[src/rtl/frame_sequencer_consumer_if.sv]
// Signal bundle between the frame divider / register front end (master) and
// the per-channel frame-sequencer consumer (slave).
interface frame_sequencer_consumer_if #(
  parameter int LEN_WIDTH = 6
) ();
  logic                 clock_256;
  logic                 clock_64;
  logic                 trigger;
  logic                 length_write;
  logic [LEN_WIDTH-1:0] length_load;
  logic                 length_enable;
  logic [3:0]           env_initial;
  logic                 env_dir;
  logic [2:0]           env_period;
  logic                 channel_on;
  logic [3:0]           volume;
  logic [LEN_WIDTH:0]   length_count;

  modport master (
    output clock_256, clock_64, trigger, length_write, length_load,
           length_enable, env_initial, env_dir, env_period,
    input  channel_on, volume, length_count
  );

  modport slave (
    input  clock_256, clock_64, trigger, length_write, length_load,
           length_enable, env_initial, env_dir, env_period,
    output channel_on, volume, length_count
  );
endinterface

[src/rtl/frame_sequencer_consumer.sv]
// Per-channel length counter and volume envelope driven by 256 Hz / 64 Hz frame ticks.
// Optional macro FRAME_SEQ_SYNC_EN adds 2-flop synchronizers on the slow inputs.
//
// state     | meaning
// ST_IDLE   | after reset, no trigger seen yet; volume held
// ST_RUN    | envelope stepping on 64 Hz ticks
// ST_HOLD   | envelope frozen (period 0 or volume saturated) until next trigger
module frame_sequencer_consumer #(
  parameter int LEN_WIDTH = 6
) (
  input logic                      clock,
  input logic                      reset,
  frame_sequencer_consumer_if.slave bus
);

  typedef enum logic [1:0] {ST_IDLE, ST_RUN, ST_HOLD} env_state_t;

  localparam logic [LEN_WIDTH:0] LEN_FULL = {1'b1, {LEN_WIDTH{1'b0}}};

  logic src256, src64;
  logic smp256_q, prv256_q, smp64_q, prv64_q;
  logic tick256, tick64;

`ifdef FRAME_SEQ_SYNC_EN
  logic [1:0] sync256_q, sync64_q;

  always_ff @(posedge clock or posedge reset) begin
    if (reset) begin
      sync256_q <= 2'b00;
      sync64_q  <= 2'b00;
    end else begin
      sync256_q <= {sync256_q[0], bus.clock_256};
      sync64_q  <= {sync64_q[0], bus.clock_64};
    end
  end

  assign src256 = sync256_q[1];
  assign src64  = sync64_q[1];
`else
  assign src256 = bus.clock_256;
  assign src64  = bus.clock_64;
`endif

  always_ff @(posedge clock or posedge reset) begin
    if (reset) begin
      smp256_q <= 1'b0;
      prv256_q <= 1'b0;
      smp64_q  <= 1'b0;
      prv64_q  <= 1'b0;
    end else begin
      smp256_q <= src256;
      prv256_q <= smp256_q;
      smp64_q  <= src64;
      prv64_q  <= smp64_q;
    end
  end

  assign tick256 = smp256_q & ~prv256_q;
  assign tick64  = smp64_q & ~prv64_q;

  // Length counter and channel enable
  logic [LEN_WIDTH:0] len_q, len_d;
  logic               chon_q, chon_d;
  logic               dac_en;

  assign dac_en = (bus.env_initial != 4'd0) | bus.env_dir;

  always_comb begin
    len_d  = len_q;
    chon_d = chon_q;
    if (bus.length_write) begin
      len_d = LEN_FULL - {1'b0, bus.length_load};
    end else if (bus.trigger) begin
      if (len_q == '0) len_d = LEN_FULL;
    end else if (tick256 && bus.length_enable && len_q != '0) begin
      len_d = len_q - 1'b1;
      if (len_q == {{LEN_WIDTH{1'b0}}, 1'b1}) chon_d = 1'b0;
    end
    if (bus.trigger) chon_d = dac_en;
  end

  always_ff @(posedge clock or posedge reset) begin
    if (reset) begin
      len_q  <= '0;
      chon_q <= 1'b0;
    end else begin
      len_q  <= len_d;
      chon_q <= chon_d;
    end
  end

  // Envelope FSM
  env_state_t state_q, state_d;
  logic [3:0] vol_q, vol_d;
  logic [2:0] timer_q, timer_d;
  logic       at_limit;
  logic       reload;

  assign at_limit = bus.env_dir ? (vol_q == 4'd15) : (vol_q == 4'd0);
  assign reload   = (state_q == ST_RUN) && tick64 && (timer_q <= 3'd1);

  always_ff @(posedge clock or posedge reset) begin
    if (reset) begin
      state_q <= ST_IDLE;
      vol_q   <= 4'd0;
      timer_q <= 3'd0;
    end else begin
      state_q <= state_d;
      vol_q   <= vol_d;
      timer_q <= timer_d;
    end
  end

  always_comb begin
    state_d = state_q;
    if (bus.trigger) begin
      state_d = (bus.env_period != 3'd0) ? ST_RUN : ST_HOLD;
    end else if (reload && (at_limit || bus.env_period == 3'd0)) begin
      state_d = ST_HOLD;
    end
  end

  always_comb begin
    vol_d   = vol_q;
    timer_d = timer_q;
    if (bus.trigger) begin
      vol_d   = bus.env_initial;
      timer_d = bus.env_period;
    end else if (state_q == ST_RUN && tick64) begin
      if (timer_q > 3'd1) begin
        timer_d = timer_q - 3'd1;
      end else begin
        timer_d = bus.env_period;
        if (!at_limit) vol_d = bus.env_dir ? vol_q + 4'd1 : vol_q - 4'd1;
      end
    end
  end

  assign bus.channel_on   = chon_q;
  assign bus.volume       = vol_q;
  assign bus.length_count = len_q;

endmodule

[src/flat_wrapper.sv]
// flat-port wrapper written by rule: the top's interface ports become plain ports
module frame_sequencer_consumer_flat 
#(
  parameter int LEN_WIDTH = 6
)
  (clock, reset, bus_clock_256, bus_clock_64, bus_trigger, bus_length_write, bus_length_load, bus_length_enable, bus_env_initial, bus_env_dir, bus_env_period, bus_channel_on, bus_volume, bus_length_count);
  frame_sequencer_consumer_if #(.LEN_WIDTH(LEN_WIDTH)) bus_i ();
  input logic clock;
  input logic reset;
  input wire logic [$bits(bus_i.clock_256)-1:0] bus_clock_256;
  input wire logic [$bits(bus_i.clock_64)-1:0] bus_clock_64;
  input wire logic [$bits(bus_i.trigger)-1:0] bus_trigger;
  input wire logic [$bits(bus_i.length_write)-1:0] bus_length_write;
  input wire logic [$bits(bus_i.length_load)-1:0] bus_length_load;
  input wire logic [$bits(bus_i.length_enable)-1:0] bus_length_enable;
  input wire logic [$bits(bus_i.env_initial)-1:0] bus_env_initial;
  input wire logic [$bits(bus_i.env_dir)-1:0] bus_env_dir;
  input wire logic [$bits(bus_i.env_period)-1:0] bus_env_period;
  output wire logic [$bits(bus_i.channel_on)-1:0] bus_channel_on;
  output wire logic [$bits(bus_i.volume)-1:0] bus_volume;
  output wire logic [$bits(bus_i.length_count)-1:0] bus_length_count;
  assign bus_i.clock_256 = bus_clock_256;
  assign bus_i.clock_64 = bus_clock_64;
  assign bus_i.trigger = bus_trigger;
  assign bus_i.length_write = bus_length_write;
  assign bus_i.length_load = bus_length_load;
  assign bus_i.length_enable = bus_length_enable;
  assign bus_i.env_initial = bus_env_initial;
  assign bus_i.env_dir = bus_env_dir;
  assign bus_i.env_period = bus_env_period;
  assign bus_channel_on = bus_i.channel_on;
  assign bus_volume = bus_i.volume;
  assign bus_length_count = bus_i.length_count;
  frame_sequencer_consumer #(.LEN_WIDTH(LEN_WIDTH)) u_core (.clock(clock), .reset(reset), .bus(bus_i));
endmodule
[config.mk]
export PLATFORM = sky130hd
export DESIGN_NAME = frame_sequencer_consumer_flat
export DESIGN_NICKNAME = d
export VERILOG_FILES = /design/src/rtl/frame_sequencer_consumer_if.sv /design/src/rtl/frame_sequencer_consumer.sv /design/src/flat_wrapper.sv
export SDC_FILE = /design/constraint.sdc
export NUM_CORES = 1
export LEC_CHECK = 0
export CAP_MARGIN = 25
export CORE_ASPECT_RATIO = 1.1
export CORE_MARGIN = 10
export CORE_UTILIZATION = 45
export DETAILED_ROUTE_END_ITERATION = 8
export DONT_BUFFER_PORTS = 1
export PLACE_DENSITY = 0.6
export REMOVE_ABC_BUFFERS = 1
export SLEW_MARGIN = 20
export SYNTH_ARGS = -nofsm -noshare
export SYNTH_HDL_FRONTEND = slang
export SYNTH_SLANG_ARGS = --single-unit
[constraint.sdc]
create_clock -name clock -period 2.1 [get_ports clock]
set_input_delay 0.42 -clock clock [delete_from_list [all_inputs] [get_ports clock]]
set_output_delay 0.42 -clock clock [all_outputs]
set_load 0.03 [all_outputs]
### Word-level counts from Yosys, hierarchy flattened

Index checks and enable logic that the tools add are counted.

| storage, ports and cells | value |
|---|---|
| register bits after elaboration | 21 |
| input bits | 21 |
| output and inout bits | 12 |
| logic and storage cells | 68 |

| cells by class | value |
|---|---|
| add/sub/neg operators | 5 |
| $lt $le $gt $ge | 2 |
| eq/ne operators | 7 |
| muxes and demuxes | 20 |
| bitwise operators | 5 |
| reduce and logical (&&, ||, !) cells | 20 |

Operators with widths:

| cell | count |
|---|---|
| $mux W7 | 4 |
| $mux W4 | 5 |
| $mux W3 | 3 |
| $reduce_bool A2 Y1 | 4 |
| $eq A7 B1 Y1 const B | 1 |
| $logic_not A7 Y1 | 1 |
| $reduce_bool A7 Y1 | 1 |
| $sub A7 B1 Y7 const B | 1 |
| $sub A7 B6 Y7 const A | 1 |
| $mux W2 | 3 |
| $ne A2 B2 Y1 const B | 3 |
| $reduce_and A3 Y1 | 2 |
| $reduce_bool A3 Y1 | 2 |
| $logic_and A1 B1 Y1 | 5 |
| $mux W1 | 5 |
| $add A4 B1 Y4 const B | 1 |
| $eq A4 B4 Y1 const B | 1 |
| $logic_not A4 Y1 | 1 |
| $reduce_bool A4 Y1 | 1 |
| $sub A4 B1 Y4 const B | 1 |
| $gt A3 B1 Y1 const B | 1 |
| $le A3 B1 Y1 const B | 1 |
| $logic_not A3 Y1 | 1 |
| $ne A3 B1 Y1 const B | 1 |
| other kinds (7) | 9 |

### Longest topological paths before layout

| logic depth | value |
|---|---|
| depth in word-level cells | 7 |
| depth in mapped cells | 7 |
| mapped depth without buffers | 6 |

### Worst setup path before layout

Ideal clock, no wire load.

| timing | value |
|---|---|
| path type | register -> register |
| start | reg u_core.len_q[0] (netlist: u_core.bus.length_count[0]) |
| end | reg u_core.len_q[0] (netlist: u_core.bus.length_count[0]) |
| library setup time | 0.126 ns |
| arrival time | 1.697 ns |
| data required time | 1.974 ns |
| path slack | 0.277 ns |
| cell stages (with the launch flop) | 7 |
| path buffers | 1 |
| period minus slack after synthesis | 1.823 ns |
| cells stage by stage | dfrtp_1 > inv_1 > ha_1 > clkbuf_2 > a311oi_2 > a211oi_4 > a221o_1 |

| on the way | value |
|---|---|
| longest elaborated chain between the ends | 4 |
| elaborated cells on any way between the ends | 10 |
| classes of those cells | add/sub (1); eq/ne (1); mux (3); reduce/logical (5) |

Ends and longest elaborated chain:

| element | RTL line | text |
|---|---|---|
| start: declaration | frame_sequencer_consumer.sv:62 | `logic [LEN_WIDTH:0] len_q, len_d;` |
| start signal: assignment | frame_sequencer_consumer.sv:87 | `len_q <= len_d;` |
| $sub A7 B1 Y7 / $reduce_bool A7 Y1 (equally long branches) | frame_sequencer_consumer.sv:76, frame_sequencer_consumer.sv:75 |  |
| $mux W7 / $logic_and A1 B1 Y1 (equally long branches) | frame_sequencer_consumer.sv:75 | `end else if (tick256 && bus.length_enable && len_q != '0) begin` |
| $mux W7 / $reduce_bool A3 Y1 (equally long branches) | n/a |  |
| $mux W7 / $reduce_and A2 Y1 (equally long branches) | n/a |  |

Parallel ways exist; a longest one is shown, timed or not. The select of a mux whose other input is x is not followed.
A chain may end at the register's enable or synchronous reset.

### Worst setup path in the final report

| timing | value |
|---|---|
| start | reg u_core.vol_q[1] (netlist: u_core.bus.volume[1]) |
| end | reg u_core.vol_q[3] (netlist: u_core.bus.volume[3]) |

| on the way | value |
|---|---|
| longest elaborated chain between the ends | 6 |
| elaborated cells on any way between the ends | 12 |
| classes of those cells | add/sub (2); eq/ne (2); mux (6); reduce/logical (2) |

Ends and longest elaborated chain:

| element | RTL line | text |
|---|---|---|
| start: declaration | frame_sequencer_consumer.sv:94 | `logic [3:0] vol_q, vol_d;` |
| start signal: assignment | frame_sequencer_consumer.sv:109 | `vol_q <= vol_d;` |
| $sub A4 B1 Y4 / $add A4 B1 Y4 (equally long branches) | frame_sequencer_consumer.sv:134 | `if (!at_limit) vol_d = bus.env_dir ? vol_q + 4'd1 : vol_q - 4'd1;` |
| $mux W4 (2 in series) | frame_sequencer_consumer.sv:134 |  |
| $mux W4 | frame_sequencer_consumer.sv:130 | `if (timer_q > 3'd1) begin` |
| $mux W4 | frame_sequencer_consumer.sv:129 | `end else if (state_q == ST_RUN && tick64) begin` |
| $mux W4 | frame_sequencer_consumer.sv:126 | `if (bus.trigger) begin` |

Parallel ways exist; a longest one is shown, timed or not. The select of a mux whose other input is x is not followed.

==> flow_summary.json <==
{
  "dp_hpwl_um": 2780,
  "num_vias": 1256,
  "dieArea_sq_um": 5870,
  "yosys-top-cells-area": "dfrtp_1 36%, ha_1 6.1%, inv_1 4.9%",
  "drive_gt1_share_pct": 11.1,
  "vias_per_cell": 6.41,
  "setup_viol": 0,
  "fin_nets": 192,
  "root_buffer": "clkbuf_4",
  "tns_ps": 0,
  "grt_max_degree": 24,
  "cts.path.max_buffers": 2,
  "synth_ff_type": "dfrtp_1",
  "dr.pass1.iters": 4,
  "die_w_um": 74.0,
  "drtIter0Drc": 138,
  "startpoint_type": "flop",
  "syn-instance-count": 156,
  "irDropWorstVdd_v": 0.000461,
  "r2r_slack_ps": 350,
  "synth.avg_cell_area_sq_um": 9.25,
  "synth-async-reset-ratio_pct": 100,
  "totalWireLength_um": 3560,
  "finalCriticalPeriod_ps": 1750,
  "core-area_sq_um": 3070,
  "crit_required_ps": 2340,
  "fmax_ghz": 0.572,
  "r2r-start": "u_core.bus.volume[1]",
  "drv_slew": 0,
  "rsz0062_at_grt": "no",
  "hold_class": "primary input to flop",
  "dp_cells": 192,
  "grt_pass1_wl_um": 6020,
  "syn_area_sq_um": 1440,
  "powerDensity_nw_per_um2": 703,
  "final_cells": 196,
  "endpoint_kind": "flop",
  "synth_warnings": 0,
  "wl_per_cell_um": 18.1,
  "cp.arrival_ps": 1990,
  "hold_path_depth": 0,
  "cts_buffers": 3,
  "tritoncts": "yes",
  "antenna_found_initial": 0,
  "postCtsHoldBufs": 0,
  "hold_end": "u_core.smp64_q",
  "grt-ovfl-total": 0,
  "portBuffers": 0,
  "r2r_cells": 5,
  "fill_cells": 279,
  "critical_path_class": "flop to flop",
  "ys_ff_latch": 21,
  "area_delta_synth_final_pct": 7.11,
  "insertion_delay_ps": 300,
  "slew_headroom_pct": 45.5,
  "grt_pass1_vias": 1258,
  "p_leak_uw": 0.000681,
  "gp_congestion": 0.825,
  "finalClockSkew_ps": 7.49,
  "hold_violations": 0,
  "rr_endpoint": "u_core.bus.volume[3]",
  "grt_usage_pct": 12.6,
  "synth_cell_types": 48,
  "cts_sinks": 21,
  "cp_max_fo": 6,
  "cap_viol_max_count": 0,
  "io-pin-count": 33,
  "start_util_pct": 46.9,
  "period_share_pct": 83.2,
  "rows": 21,
  "tightestPinTransition_ps": 816,
  "ant_nets": 0,
  "cts_resized": 0,
  "status": "finished, final reports clean",
  "synth_top_area_share_pct": 36.4,
  "die_height_um": 79.4,
  "yosysTopAreaCell": "dfrtp_1",
  "hold_start": "bus_clock_64",
  "route.detailed.drc": 0,
  "yosysSeqAreaShare_pct": 36.4,
  "post_cts_buffers": 0,
  "clk_pin_slew_ps": 120,
  "synth_edf_count": 0,
  "antenna_cells": 0,
  "htreeDepth": 1
}
-- metal layers --
layer	share of wire, %	up-vias	wire length, um	GRT usage (%)
met1	41	593	1470	15.4
met2	44	58	1570	17.9
met5	0	-	0	0
met3	13	4	477	6.59
met4	1.2	0	44	5.04
li1	-	601	-	-
-- area by class of cell --
class | count | area (sq um) | area share [%]
Clock buffer | 3 | 22.5 | 1.46
Inverter | 19 | 71.3 | 4.62
Tap cell | 34 | 42.5 | 2.75
Multi-Input combinational cell | 110 | 818 | 53.0
Clock inverter | 1 | 5.00 | 0.324
Timing Repair Buffer | 8 | 60.1 | 3.89
Sequential cell | 21 | 526 | 34.0
-- cells in the mapped netlist (3+ instances only) --
master,count
a211o_1,3
a211oi_1,3
a21oi_1,6
a31oi_1,4
and3_1,4
and4_1,4
dfrtp_1,21
ha_1,7
inv_1,19
nand2_1,7
nand3_1,5
nand4_1,3
nor2_1,8
nor3_1,6
nor4_1,3
o21ai_0,8
o22ai_1,3
xnor2_1,3
-- kinds of logic after synthesis --
kind of cell	share of synthesized area [%]
buf+inv	6.85
fa+ha+maj	7.46
mux	2.17
compound gates	22.3
xor+xnor	2.43
flops	36.4
simple gates	22.4
-- state kept, by name, indices dropped and copies added (netlist names) --
signal / cells
u_core.bus.length_count: 7
u_core.smp256_q: 1
u_core.state_q: 2
u_core.prv64_q: 1
u_core.prv256_q: 1
u_core.bus.channel_on: 1
u_core.bus.volume: 4
u_core.timer_q: 3
u_core.smp64_q: 1
-- worst max-delay path by stage --
| stage | endpoint | start | cells past startpoint | slack, ps |
|---|---|---|---|---|
| after global placement | u_core.bus.volume[3] | u_core.bus.volume[1] | 5 | 430 |
| after CTS | u_core.bus.volume[3] | u_core.bus.volume[1] | 5 | 350 |
| final | u_core.bus.volume[3] | u_core.bus.volume[1] | 5 | 350 |
| after detailed placement | u_core.bus.volume[3] | u_core.bus.volume[1] | 5 | 390 |
| after global routing | u_core.bus.volume[3] | u_core.bus.volume[1] | 5 | 200 |
| after floorplan | u_core.bus.length_count[0] | u_core.bus.length_count[0] | 5 | 330 |
-- worst max-delay path, stage by stage (launching register included) --
cell	delay (ps)
dfrtp_1	570
ha_1	370
nand3_1	110
a2111oi_0	450
a211oi_1	100
nand3_1	100
-- placed cells by master (no fill, tap or decap), types with 4 or more instances in the layout --
cell	netlist	final
a21oi_1	6	6
a31oi_1	4	4
and3_1	4	4
and4_1	4	4
buf_4	0	8
dfrtp_1	21	21
ha_1	7	7
inv_1	19	19
nand2_1	7	7
nand3_1	5	5
nor2_1	8	8
nor3_1	6	6
o21ai_0	8	8
-- where the power goes --
part	internal (uW)	total, uW	leakage (uW)	switching [uW]
clock network	71.0	196	0.0000177	125
registers	452	524	0.000251	72.3
logic	145	366	0.000413	221
-- through the flow --
stage	util, %	hold slack (ps)	total power (uW)	cell area, sq um	setup slack (ps)
after floorplan	-	346	789	1420	326
after global placement	49.4	365	889	1520	431
after detailed placement	49.4	366	897	1520	387
after CTS	50.3	113	1100	1550	353
after global routing	50.3	90.0	1160	1550	197
final	50.3	127	1090	1550	352
Power figures use the tool's default switching activity.
